<file path="config.mk">
export PLATFORM = sky130hd
export DESIGN_NAME = if_fetch_stage
export DESIGN_NICKNAME = d
export VERILOG_FILES = /design/src/rtl/if_fetch_stage.sv
export SDC_FILE = /design/constraint.sdc
export NUM_CORES = 1
export LEC_CHECK = 0
export BUFFER_PORTS_ARGS = -buffer_cell sky130_fd_sc_hd__buf_2
export CAP_MARGIN = 0
export CORE_ASPECT_RATIO = 1.75
export CORE_MARGIN = 2
export CORE_UTILIZATION = 50
export CTS_CLUSTER_DIAMETER = 150
export CTS_CLUSTER_SIZE = 12
export DETAILED_ROUTE_END_ITERATION = 12
export PLACE_DENSITY = 0.91
export SYNTH_ARGS = -nofsm -noshare
export SYNTH_HDL_FRONTEND = slang
export SYNTH_SLANG_ARGS = --single-unit
</file>
<file path="constraint.sdc">
create_clock -name clk -period 1.9 [get_ports clk]
set_input_delay 0 -clock clk [delete_from_list [all_inputs] [get_ports clk]]
set_output_delay 0 -clock clk [all_outputs]
set_load 0.01 [all_outputs]
</file>
<file path="src/rtl/if_fetch_stage.sv">
// Instruction-fetch stage: owns the architectural PC, runs a single-outstanding req/gnt/rvalid
// fetch to instruction memory and fills the IF/ID register, with a one-entry hold buffer.
module if_fetch_stage #(
    parameter int unsigned     BW       = 32,
    parameter logic [BW-1:0]   RESET_PC = '0
) (
    input  logic          clk,
    input  logic          rst,
    input  logic [BW-1:0] pc_next_i,
    input  logic          flush_i,
    input  logic          stall_i,
    output logic [BW-1:0] pc_o,
    output logic [BW-1:0] pc_plus4_o,
    output logic          imem_req_o,
    output logic [BW-1:0] imem_addr_o,
    input  logic          imem_gnt_i,
    input  logic          imem_rvalid_i,
    input  logic [BW-1:0] imem_rdata_i,
    output logic          ifid_valid_o,
    output logic [BW-1:0] ifid_pc_o,
    output logic [BW-1:0] ifid_inst_o
);

    typedef enum logic [1:0] {StReq, StWait, StHold} state_e;

    state_e        r_state, w_state_d;
    logic          r_kill, w_kill_d;
    logic [BW-1:0] r_pc, w_pc_d;
    logic [BW-1:0] r_hold_inst;
    logic          r_ifid_valid;
    logic [BW-1:0] r_ifid_pc, r_ifid_inst;

    logic          w_accept;
    logic          w_resp_ok;
    logic          w_deliver;
    logic          w_hold_load;
    logic [BW-1:0] w_dlv_inst;

    assign w_accept    = ~stall_i | ~r_ifid_valid;
    assign w_resp_ok   = (r_state == StWait) & imem_rvalid_i & ~r_kill & ~flush_i;
    assign w_deliver   = w_accept & (w_resp_ok | ((r_state == StHold) & ~flush_i));
    assign w_hold_load = w_resp_ok & ~w_accept;
    assign w_dlv_inst  = (r_state == StHold) ? r_hold_inst : imem_rdata_i;
    // PC only moves on delivery or flush, so r_pc is also the PC of a buffered instruction.
    assign w_pc_d      = (flush_i | w_deliver) ? pc_next_i : r_pc;

    always_ff @(posedge clk or negedge rst) begin
        if (!rst) begin
            r_state <= StReq;
            r_kill  <= 1'b0;
            r_pc    <= RESET_PC;
        end else begin
            r_state <= w_state_d;
            r_kill  <= w_kill_d;
            r_pc    <= w_pc_d;
        end
    end

    always_comb begin
        w_state_d = r_state;
        w_kill_d  = r_kill;
        case (r_state)
            StReq: begin
                if (imem_gnt_i) begin
                    w_state_d = StWait;
                    w_kill_d  = flush_i;
                end
            end
            StWait: begin
                if (imem_rvalid_i) begin
                    w_kill_d  = 1'b0;
                    w_state_d = w_hold_load ? StHold : StReq;
                end else if (flush_i) begin
                    w_kill_d  = 1'b1;
                end
            end
            StHold: begin
                if (flush_i || w_accept) begin
                    w_state_d = StReq;
                end
            end
            default: begin
                w_state_d = StReq;
                w_kill_d  = 1'b0;
            end
        endcase
    end

    always_comb begin
        imem_req_o  = rst & (r_state == StReq);
        imem_addr_o = r_pc;
        pc_o        = r_pc;
        pc_plus4_o  = r_pc + BW'(4);
    end

    always_ff @(posedge clk or negedge rst) begin
        if (!rst) begin
            r_hold_inst <= '0;
        end else if (w_hold_load) begin
            r_hold_inst <= imem_rdata_i;
        end
    end

    always_ff @(posedge clk or negedge rst) begin
        if (!rst) begin
            r_ifid_valid <= 1'b0;
            r_ifid_pc    <= '0;
            r_ifid_inst  <= '0;
        end else if (flush_i) begin
            r_ifid_valid <= 1'b0;
        end else if (w_accept) begin
            r_ifid_valid <= w_deliver;
            if (w_deliver) begin
                r_ifid_pc   <= r_pc;
                r_ifid_inst <= w_dlv_inst;
            end
        end
    end

    assign ifid_valid_o = r_ifid_valid;
    assign ifid_pc_o    = r_ifid_pc;
    assign ifid_inst_o  = r_ifid_inst;

endmodule

</file>
==> results of run 1 <==
==> synth_stat cells <==
cell type | instances | area, um2
clkbuf_1 | 1 | 3.75
mux2_2 | 66 | 743
nand3b_1 | 1 | 7.51
nor2_1 | 39 | 146
a221oi_4 | 1 | 26.3
or3_1 | 1 | 6.26
buf_2 | 14 | 70.1
nand4_1 | 7 | 43.8
nand2b_1 | 2 | 12.5
xnor2_1 | 22 | 193
nor3b_1 | 1 | 7.51
and3_1 | 4 | 25.0
nor2b_1 | 1 | 6.26
and2_1 | 4 | 25.0
nor3_1 | 2 | 10.0
mux2_4 | 30 | 450
inv_1 | 3 | 11.3
xor2_1 | 6 | 52.6
and4_1 | 5 | 43.8
a21oi_1 | 34 | 170
buf_6 | 3 | 33.8
ha_1 | 1 | 12.5
buf_12 | 3 | 60.1
nand2_1 | 9 | 33.8
buf_4 | 37 | 278
nand4bb_4 | 1 | 27.5
nand3_1 | 13 | 65.1
dfrtp_1 | 132 | 3300
o21ai_0 | 1 | 5.00
a21oi_2 | 1 | 8.76
nor3_2 | 1 | 10.0
mux2i_1 | 33 | 330
==> kinds of logic after synthesis <==
family                     count (synthesis)  share of synthesized area, %
buffers and inverters                     61                          7.34
muxes                                    129                          24.5
xor gates and xnor gates                  28                          3.94
AOI/OAI and AO/OA                         37                          3.38
DFF                                      132                          53.1
and+or+nand+nor                           91                          7.56
adders and majority gates                  1                         0.201
==> stage by stage <==
step | instance area, um2 | setup TNS, ns
6_report | 9050 | -0.207
5_1_grt | 9050 | -2.85
4_1_cts | 8850 | -0.163
3_5_place_dp | 7390 | 0
3_3_place_gp | 7390 | 0
2_1_floorplan | 6220 | 0
==> power groups by stage <==
stage / Combinational, mW / Clock (mW) / Sequential (mW)
final: 2.87 / 3.36 / 4.08
after global routing: 3.06 / 3.55 / 4.14
after CTS: 2.70 / 3.40 / 4.03
after detailed placement: 2.50 / 0 / 4.07
after global placement: 2.40 / 0 / 4.01
after floorplan: 1.14 / 0 / 4.28
==> layout make-up <==
class / instances / area, um2
Inverter: 3 / 11.3
Sequential cell: 132 / 3320
Multi-Input combinational cell: 287 / 2620
Fill cell: 755 / 3020
Clock inverter: 14 / 175
Clock buffer: 18 / 429
Tap cell: 165 / 206
Timing Repair Buffer: 341 / 2280
==> how the worst max path moves through the flow <==
stage,start,endpoint,slack [ns],cells past startpoint
after floorplan,r_state[0]$_DFFE_PN0P_,ifid_pc_o[10]$_DFFE_PN0P_,0.19,5
after global routing,imem_addr_o[2]$_DFFE_PN0P_,pc_plus4_o[19],-0.23,6
after CTS,imem_addr_o[3]$_DFFE_PN0P_,pc_plus4_o[31],-0.05,6
after detailed placement,r_state[0]$_DFFE_PN0P_,ifid_inst_o[15]$_DFFE_PN0P_,0.07,6
after global placement,r_kill$_DFFE_PN0P_,r_hold_inst[9]$_DFFE_PN0P_,0.14,4
final,imem_addr_o[2]$_DFFE_PN0P_,pc_plus4_o[19],-0.13,6
==> worst reg2reg max path, delay by kind of cell (launching register included) <==
kind,cells,cell delay (ns)
muxes,1,0.39
buffers and inverters,2,0.39
AOI/OAI and AO/OA,1,0.35
and+or+nand+nor,1,0.24
DFF,1,0.43
==> sequential cells by signal, indices dropped and copies added (netlist names) <==
register      flops
ifid_pc_o        32
r_kill            1
ifid_inst_o      32
r_state           2
r_hold_inst      32
imem_addr_o      32
ifid_valid_o      1
==> timing repair <==
item | CTS | global route
buffers inserted | 10 | 12
endpoints found under the setup margin | 22 | 28
cloned | 1 | 2
hold endpoints to repair | 230 | 0
hold buffers | 69 | 0
pin swaps | 5 | 10
resized for setup | 26 | 25
==> metal layers <==
metal / GRT usage, % / part of all wire, %
met5: 0 / 0
met4: 15.7 / 3.9
met3: 7.04 / 5.9
met2: 51.0 / 54
met1: 29.5 / 36
==> layout by cell type, fill, tap and decap left out, types with 4 or more instances in the layout <==
cell,n
dlygate4sd3_1,69
nand2_1,9
a21oi_1,33
buf_6,4
xnor2_1,19
mux2i_1,33
buf_2,230
mux2_4,31
clkbuf_16,18
nand3_1,6
inv_6,4
and2_1,4
dfrtp_1,115
nand4_1,7
nand3_2,4
mux2_2,65
buf_4,30
xor2_1,6
dfrtp_2,17
nor2_1,38
buf_12,7
==> summary.txt, run 1 <==
Outcome
  • Status: finished, violations left
  • Failing checks: negative setup slack

Setup path
  • RR Startpoint: r_state[0]$_DFFE_PN0P_
  • Worst Setup Start Kind: register
  • Critical Path Max Stage Delay: 0.42 ns
  • Required time worst endpoint: 1.90 ns
  • Crit-path leading delay family: simple AND/OR/NAND/NOR gates
  • Crit path max fanout: 11
  • Crit path cell chain: nand4_1 > nor3_2 > buf_6 > nand4_1 > xnor2_1 > buf_2
  • Crit Path Category: register to output port
  • Crit. End Element: output port
  • Critical-path top delay cell: dfrtp_2
  • Critical path buffers and inverters: 2
  • RR Endpoint: ifid_pc_o[12]$_DFFE_PN0P_
  • Critical Path Most Common Cell: nand4_1
  • WP data arrival: 2.03 ns
  • Flop-to-flop setup slack: 0 ns
  • Worst reg2reg path depth: 5

STA
  • Setup violators final: 5
  • FMAX: 0.493 GHz
  • Unrepaired setup endpoints after global routing: yes
  • Slew Viols, Final: 0
  • Post-route minimum period: 2.03 ns
  • Slew HR: 50.6%
  • Setup slack after layout: -0.128 ns
  • Worst hold slack: 0.0561 ns
  • Post-Route Skew: 0.00939 ns
  • Worst slew pin tran: 0.740 ns
  • Final Hold Violating Endpoints: 0
  • Final Cycle Share: 107%

Finish
  • Syn-to-layout area delta: 45.4%
  • Layout Nets: 853
  • Util after Layout: 75.0%
  • Layout Cells excl Fill: 960
  • Fraction of layout cells with a size suffix above 1: 55.5%
  • Number of antenna diodes: 0

Floorplanning
  • Die H: 152 um
  • Core Region: 12100 um2
  • Starting Density: 51.6%
  • Die area: 13400 um2
  • Io pins: 232
  • Die Width: 88.3 um
  • Row cnt: 53

Pwr
  • Pwr Total: 10.3 mW
  • Leak: 4.27 nW
  • Combinational share of power: 27.8%
  • PwrDens: 1140 nW/um2
  • Maximum vdd drop: 756 uV
  • Internal power: 7.04 mW
  • Sequential cell fraction of total power: 39.6%
  • Clock power share: 32.6%
  • Switch Pwr: 3.27 mW
  • Net Sw Frac: 31.8%

Synth
  • Synth warnings: 0
  • Gate Count Post-Synth: 479
  • Sequential fraction of the synthesis area: 53.1%
  • Netlist Area Pre-Place: 6220 um2
  • Synth Area per Inst: 13.0 um2
  • Count of cell types in the netlist: 32
  • Seq cells post-synth: 132
  • Syn Nets: 550

Global routing
  • GRT Residual Overflow: 0
  • Gr usage total: 28.4%
  • Vias in the first global route: 5455
  • First-pass GRT wire length: 28600 um
  • Largest net degree at the start of global routing: 66
  • Initial antenna violation count: 0

Routing
  • Routed WL per cell: 20.9 um
  • Vias: 5198
  • Drt first pass iters: 4
  • Routed Antenna Nets: 0
  • DR iter-0 viols: 206
  • WL final: 20100 um
  • DR vias/cell: 5.41
  • Post-route DRC: 0

Clock tree
  • Clk_lat worst skew: 0.40 ns
  • Clk slew on worst S/H paths: 0.06 ns
  • Clock Path Buffers: 2
  • Root Buffer: clkbuf_16
  • CTS tree: built
  • Sink Count: 132
  • TritonCTS Buffers: 17
  • Htree depth: 4

Run
  • Max Cap Viol: 0

Hold path
  • Worst Hold End: r_state[1]$_DFFE_PN0P_
  • Worst hold-check path type: input port to register
  • Hold Startpoint: stall_i
  • Worst hold path stage count: 4

Placed design
  • HPWL after detailed placement: 11000 um
  • Routability cong.: 0.775
  • Placed Cells incl. Taps: 835
  • PortBufs: 231
  • Worst slack at placement: 0.0663 ns
Power figures use the tool's default switching activity.
==> run 2, diff against run 1 <==
Settings changed: CAP_MARGIN 0 to 40, TNS_END_PERCENT set to 30.
==> summary.txt, run 2 (synthesis results as in run 1) <==
Outcome
  • Status: finished, violations left
  • Failing checks: negative setup slack

Finish
  • Register Area: 3320 um2 (about the same)
  • Number of antenna diodes: 0 (unchanged)
  • Layout Nets: 851 (-0.23%)
  • Commonest cells after routing, fill and taps aside: 230 x buf_2, 117 x dfrtp_1, 69 x dlygate4sd3_1
  • Fraction of layout cells with a size suffix above 1: 54.4% (-1.1 points)
  • Syn-to-layout area delta: 44.3%
  • Layout Cells excl Fill: 958 (-0.21%)
  • Fillers: 756 (+0.13%)
  • Most common cell after layout, fill and taps aside: buf_2
  • Multi-input combinational cell area: 2560 um2 (-2.4%)

STA
  • FMAX: 0.502 GHz (+1.9%)
  • Post-route minimum period: 1.99 ns (-0.0369 ns)
  • Final Hold Violating Endpoints: 0 (unchanged)
  • Setup slack after layout: -0.0911 ns (+0.0369 ns)
  • Worst hold slack: 0.0406 ns (-0.0155 ns)
  • Unrepaired setup endpoints after global routing: yes
  • Worst slew pin tran: 0.739 ns (-0.00133 ns)
  • Slew HR: 50.7% (+0.089 points)
  • Slew Viols, Final: 0 (unchanged)
  • Final Cycle Share: 105% (-1.9 points)
  • Post-Route Skew: 0.00967 ns (+0.000275 ns)
  • Setup TNS: -1.32 ns (-1.11 ns)
  • Setup violators final: 30 (+25)

Placed design
  • Worst slack at placement: 0.0663 ns (unchanged)
  • Routability cong.: 0.775 (unchanged)
  • PortBufs: 231 (unchanged)
  • Placed Cells incl. Taps: 835 (unchanged)
  • HPWL after detailed placement: 11000 um (unchanged)

Setup path
  • Worst reg2reg path depth: 5 (unchanged)
  • CP startpoint: imem_addr_o[4]$_DFFE_PN0P_
  • RR Endpoint: ifid_pc_o[12]$_DFFE_PN0P_
  • Crit Path Category: register to output port
  • Crit path max fanout: 11 (unchanged)
  • WP data arrival: 1.99 ns (-0.04 ns)
  • Flop-to-flop setup slack: -0.06 ns (-0.06 ns)
  • Required time worst endpoint: 1.90 ns (about the same)
  • Crit. End Element: output port
  • RR Startpoint: r_state[1]$_DFFE_PN0P_
  • Worst Setup Start Kind: register

Global routing
  • Largest net degree at the start of global routing: 66 (unchanged)
  • Vias in the first global route: 5404 (-0.93%)
  • First-pass GRT wire length: 28200 um (-1.1%)
  • Initial antenna violation count: 0 (unchanged)
  • Gr usage total: 28.1% (-0.32 points)
  • GRT Residual Overflow: 0 (unchanged)

Floorplanning
  • Core Region: 12100 um2 (unchanged)
  • Die area: 13400 um2 (unchanged)
  • Starting Density: 51.6% (unchanged)
  • Io pins: 232 (unchanged)
  • Die H: 152 um (unchanged)
  • Row cnt: 53 (unchanged)
  • Die Width: 88.3 um (unchanged)

Clock tree
  • Htree depth: 4 (unchanged)
  • Clk slew on worst S/H paths: 0.06 ns (about the same)
  • Clock Path Buffers: 2 (unchanged)
  • Sink Count: 132 (unchanged)
  • Clk_lat worst skew: 0.40 ns (about the same)
  • CTS tree: built
  • Root Buffer: clkbuf_16
  • TritonCTS Buffers: 17 (unchanged)

Routing
  • DR iter-0 viols: 224 (+8.7%)
  • Drt first pass iters: 4 (unchanged)
  • Routed WL per cell: 20.6 um (-1.6%)
  • DR vias/cell: 5.41 (about the same)
  • Routed Antenna Nets: 0 (unchanged)
  • Vias: 5183 (-0.29%)
  • Post-route DRC: 0 (unchanged)
  • WL final: 19700 um (-1.8%)

Pwr
  • PwrDens: 1140 nW/um2 (+0.24%)
  • Maximum vdd drop: 711 uV (-5.9%)
  • Leak: 4.25 nW (-0.49%)
  • Pwr Total: 10.3 mW (-0.49%)

Hold path
  • Worst Hold End: r_state[1]$_DFFE_PN0P_
  • Worst hold path stage count: 4 (unchanged)
  • Hold Startpoint: stall_i
  • Worst hold-check path type: input port to register

Run
  • Max Cap Viol: 0 (unchanged)
## run 2: cell types whose count changed in the layout (fill, tap and decap cells not counted), sizes merged
cell and change:
buf -3, clkbuf +1
## run 2: how the worst max path moves through the flow
| stage | end | cells past startpoint |
|---|---|---|
| after floorplan | ifid_pc_o[10]$_DFFE_PN0P_ | 5 |
| after global placement | r_hold_inst[9]$_DFFE_PN0P_ | 4 |
| after detailed placement | ifid_inst_o[15]$_DFFE_PN0P_ | 6 |
| after CTS | pc_plus4_o[31] | 6 |
| after global routing | pc_plus4_o[19] | 6 |
| final | pc_plus4_o[19] | 6 |
## run 2: repair_timing
action,in CTS,in global routing
gates cloned,1,3
pin swaps,2,5
gates resized for setup,23,15
endpoints found under the setup margin,22,29
hold buffers,69,0
endpoints found under the hold margin,230,0
setup buffers,7,12
## run 2: where the power goes
part | total [mW] | leakage [nW] | switching [mW] | internal (mW)
Combinational | 2.83 | 2.39 | 1.42 | 1.41
Clock | 3.34 | 0.288 | 1.26 | 2.08
Sequential | 4.09 | 1.57 | 0.556 | 3.53
Total | 10.3 | 4.25 | 3.23 | 7.03
## run 2: layout make-up
class / instances / share of cell area [%]
clock buffer: 18 / 4.78
clock inverter: 14 / 1.95
inverter: 3 / 0.125
multi-input combinational: 287 / 28.5
sequential: 132 / 37.0
tap: 165 / 2.30
timing repair buffer: 339 / 25.3
## run 2: stage by stage
stage / area [um2] / utilization [%]
after floorplan: 6220 / -
after global placement: 7390 / 61.2
after detailed placement: 7390 / 61.2
after CTS: 8810 / 73.0
after global routing: 8980 / 74.4
final: 8980 / 74.4
## run 2: critical path, cell delays in order, from the launching register on
cell and delay, ns:
dfrtp_2 0.43, nand4_1 0.19, nor3_2 0.23, buf_6 0.19, nand4_1 0.15, xnor2_1 0.22
buf_2 0.17
## run 2: routing by layer
metal | up-vias | share of wire, % | track usage (%)
met5 | - | 0 | 0
met4 | 0 | 4.6 | 15.5
met3 | 76 | 5.6 | 6.77
met2 | 255 | 54 | 50.4
met1 | 2620 | 36 | 29.4
li1 | 2232 | - | -
==> run 3, diff against run 2 <==
Settings changed: ABC_AREA set to 1, PLACE_DENSITY 0.91 to 0.9.
==> summary.txt, run 3 <==
Routing
  • Routed WL per cell: 16.5 um (-20%)
  • Vias: 6656 (+28%)
  • DR vias/cell: 5.21 (-3.7%)
  • Drt first pass iters: 5 (+1)
  • Routed Antenna Nets: 0 (unchanged)
  • Post-route DRC: 0 (unchanged)
  • DR iter-0 viols: 366 (+63%)
  • WL final: 21100 um (+6.9%)

Synth
  • Synth top area share: 51.1% (-2.0 points)
  • Synth warnings: 0 (unchanged)
  • EDFF count, synth: 0 (unchanged)
  • Netlist Area Pre-Place: 6470 um2 (+4.0%)
  • Main synth FF type: dfrtp_1
  • Async S/R FF share, synth: 100% (unchanged)
  • Syn Nets: 894 (+63%)
  • Most common cell in the netlist: nand2_1
  • Gate Count Post-Synth: 823 (+72%)
  • Synth Area per Inst: 7.86 um2 (-39%)
  • Top post-synthesis cells by area: dfrtp_1 51%, nand2_1 16%, nand3_1 4.9%
  • Leading area contributor after synthesis: dfrtp_1
  • Sequential fraction of the synthesis area: 51.1% (-2.0 points)
  • Seq cells post-synth: 132 (unchanged)
  • Count of cell types in the netlist: 24 (-25%)
  • Commonest cells post-synth: 277 x nand2_1, 132 x dfrtp_1, 70 x nor2_1

STA
  • Worst slew pin tran: 0.494 ns (-0.245 ns)
  • Post-route minimum period: 1.85 ns (-0.145 ns)
  • Slew HR: 67.1% (+16 points)
  • Final Hold Violating Endpoints: 0 (unchanged)
  • FMAX: 0.542 GHz (+7.9%)
  • Post-Route Skew: 0.00985 ns (+0.000181 ns)
  • Final Cycle Share: 97.2% (-7.6 points)
  • Unrepaired setup endpoints after global routing: yes
  • Setup violators final: 0 (-100%)
  • Slew Viols, Final: 0 (unchanged)
  • Setup slack after layout: 0.0541 ns (+0.145 ns)
  • Setup TNS: 0 ns (+1.32 ns)

Run
  • Max Cap Viol: 0 (unchanged)

Setup path
  • Flop-to-flop setup slack: 0.20 ns (+0.26 ns)
  • Critical path buffers and inverters: 1 (-1)
  • Worst Setup Start Kind: register
  • Crit Path Category: register to output port
  • Critical-path top delay cell: dfrtp_2
  • Crit path max fanout: 6 (-5)
  • Crit-path leading delay family: simple AND/OR/NAND/NOR gates
  • Critical Path Most Common Cell: nand2_1
  • Required time worst endpoint: 1.90 ns (about the same)
  • RR Startpoint: r_state[0]$_DFFE_PN0P_
  • Crit. End Element: output port
  • CP startpoint: imem_addr_o[6]$_DFFE_PN0P_
  • Worst reg2reg path depth: 8 (+3)
  • RR Endpoint: ifid_inst_o[15]$_DFFE_PN0P_
  • Crit path to: pc_plus4_o[22]
  • Crit path depth: 8 (+2)
  • Critical Path Max Stage Delay: 0.44 ns (about the same)
  • WP data arrival: 1.85 ns (-0.14 ns)
  • Crit path cell chain: nand2_1 > nor2_2 > nand2_1 > nor2_1 > nand2_1 > nand2_1 > nand2_1 > buf_2

Clock tree
  • Sink Count: 132 (unchanged)
  • CTS tree: built
  • Clk slew on worst S/H paths: 0.06 ns (about the same)
  • Root Buffer: clkbuf_16
  • TritonCTS Buffers: 17 (unchanged)
  • Clock Path Buffers: 2 (unchanged)
  • Clk_lat worst skew: 0.41 ns (about the same)
  • Htree depth: 4 (unchanged)

Global routing
  • Vias in the first global route: 6664 (+23%)
  • First-pass GRT wire length: 33400 um (+18%)
  • Largest net degree at the start of global routing: 73 (+11%)
  • Gr usage total: 30.3% (+2.2 points)
  • GRT Residual Overflow: 0 (unchanged)
  • Initial antenna violation count: 1 (+1)

Floorplanning
  • Row cnt: 55 (+3.8%)
  • Io pins: 232 (unchanged)
  • Die Width: 90.0 um (+1.9%)
  • Core Region: 12800 um2 (+6.1%)
  • Die area: 13900 um2 (+3.8%)
  • Starting Density: 50.5% (-1.0 points)
  • Die H: 154 um (+1.9%)

Finish
  • Fraction of layout cells with a size suffix above 1: 29.7% (-25 points)
  • Fillers: 967 (+28%)
  • Commonest cells after routing, fill and taps aside: 274 x nand2_1, 230 x buf_2, 116 x dfrtp_1
  • Layout Nets: 1164 (+37%)
  • Util after Layout: 70.0% (-4.5 points)
  • Syn-to-layout area delta: 38.4%
  • Most common cell after layout, fill and taps aside: nand2_1

Pwr
  • Clock power share: 31.7% (-0.9 points)
  • PwrDens: 1140 nW/um2 (-0.21%)
  • Leak: 4.74 nW (+12%)
  • Sequential cell fraction of total power: 40.5% (+0.6 points)
  • Maximum vdd drop: 630 uV (-11%)
  • Switch Pwr: 3.48 mW (+7.5%)
  • Net Sw Frac: 34.1% (+2.5 points)
  • Internal power: 6.73 mW (-4.2%)
  • Combinational share of power: 27.8% (+0.2 points)
  • Pwr Total: 10.2 mW (-0.50%)

Placed design
  • PortBufs: 231 (unchanged)
  • HPWL after detailed placement: 13500 um (+22%)
  • Routability cong.: 1.00 (+29%)
  • Worst slack at placement: 0.345 ns (+0.279 ns)

Hold path
  • Worst hold-check path type: input port to asynchronous set/reset pin

Outcome
  • Status: completed
[run 3: changes by cell type in the layout (fill, tap and decap cells not counted), moves of 25 or more]
cell     delta
mux2_2     -65
mux2i_1    -33
inv_1      +58
mux2_4     -31
o21ai_0    +25
nand3_1    +53
nand2_1   +265
o21ai_1    +62
[run 3: power groups by stage]
stage	clock (mW)	combinational, mW	sequential, mW
global route	3.42	3.12	4.21
CTS	3.29	2.77	4.09
detailed placement	0	2.65	4.13
floorplan	0	1.12	4.40
finish	3.24	2.84	4.13
global placement	0	2.58	4.11
[run 3: area by class of cell]
class                      count  area (um2)  area share (%)
inverter                      64         240            2.68
clock inverter                14         155            1.73
multi-input combinational    555        2530            28.2
antenna                        1        2.50          0.0279
clock buffer                  18         429            4.79
timing repair buffer         323        2060            23.1
tap                          171         214            2.39
sequential                   132        3320            37.1
[run 3: cells by family after synthesis]
kind of cell,count (synthesis),share of synthesized area [%]
buffers and inverters,136,11.2
adder cells (fa/ha/maj),1,0.193
flip-flops,132,51.1
XOR/XNOR,15,2.03
AO/OA/AOI/OAI,121,9.75
AND/OR/NAND/NOR,418,25.8
[run 3: worst reg2reg max path, delay by kind of cell (launching register included)]
kind | cells | cell delay, ns
buffers and inverters | 2 | 0.58
AO/OA/AOI/OAI | 1 | 0.14
AND/OR/NAND/NOR | 5 | 0.44
flip-flops | 1 | 0.43
[run 3: how the worst min path moves through the flow]
stage	to	from	cells after the start
2_1_floorplan	ifid_inst_o[0]$_DFFE_PN0P_	rst	0
3_3_place_gp	r_hold_inst[8]$_DFFE_PN0P_	rst	1
3_5_place_dp	ifid_valid_o$_DFFE_PN0P_	rst	1
4_1_cts	r_hold_inst[9]$_DFFE_PN0P_	rst	2
5_1_grt	r_hold_inst[9]$_DFFE_PN0P_	rst	2
6_report	ifid_pc_o[11]$_DFFE_PN0P_	rst	2
[run 3: timing repair]
item,in CTS,in global routing
pin swaps,0,1
hold buffers,68,0
gates cloned,0,0
resized for setup,8,33
hold endpoints to repair,231,0
buffers inserted,0,4
setup endpoints to repair,13,24
[run 3: routing by layer]
layer | part of all wire, % | vias up | global-route usage [%]
met5 | 0 | - | 0
met4 | 6.1 | 0 | 20.1
met3 | 5.6 | 93 | 6.72
met2 | 53 | 301 | 53.4
met1 | 36 | 3141 | 32.6
li1 | - | 3121 | -
[run 3: metrics by stage]
| step | cells | hold WS [ns] | instance area (um2) |
|---|---|---|---|
| floorplan | 823 | -0.296 | 6470 |
| global placement | 1173 | -0.0481 | 7560 |
| detailed placement | 1173 | -0.0470 | 7560 |
| CTS | 1273 | 0.0854 | 8840 |
| global route | 1278 | 0.131 | 8950 |
| finish | 1278 | 0.100 | 8950 |
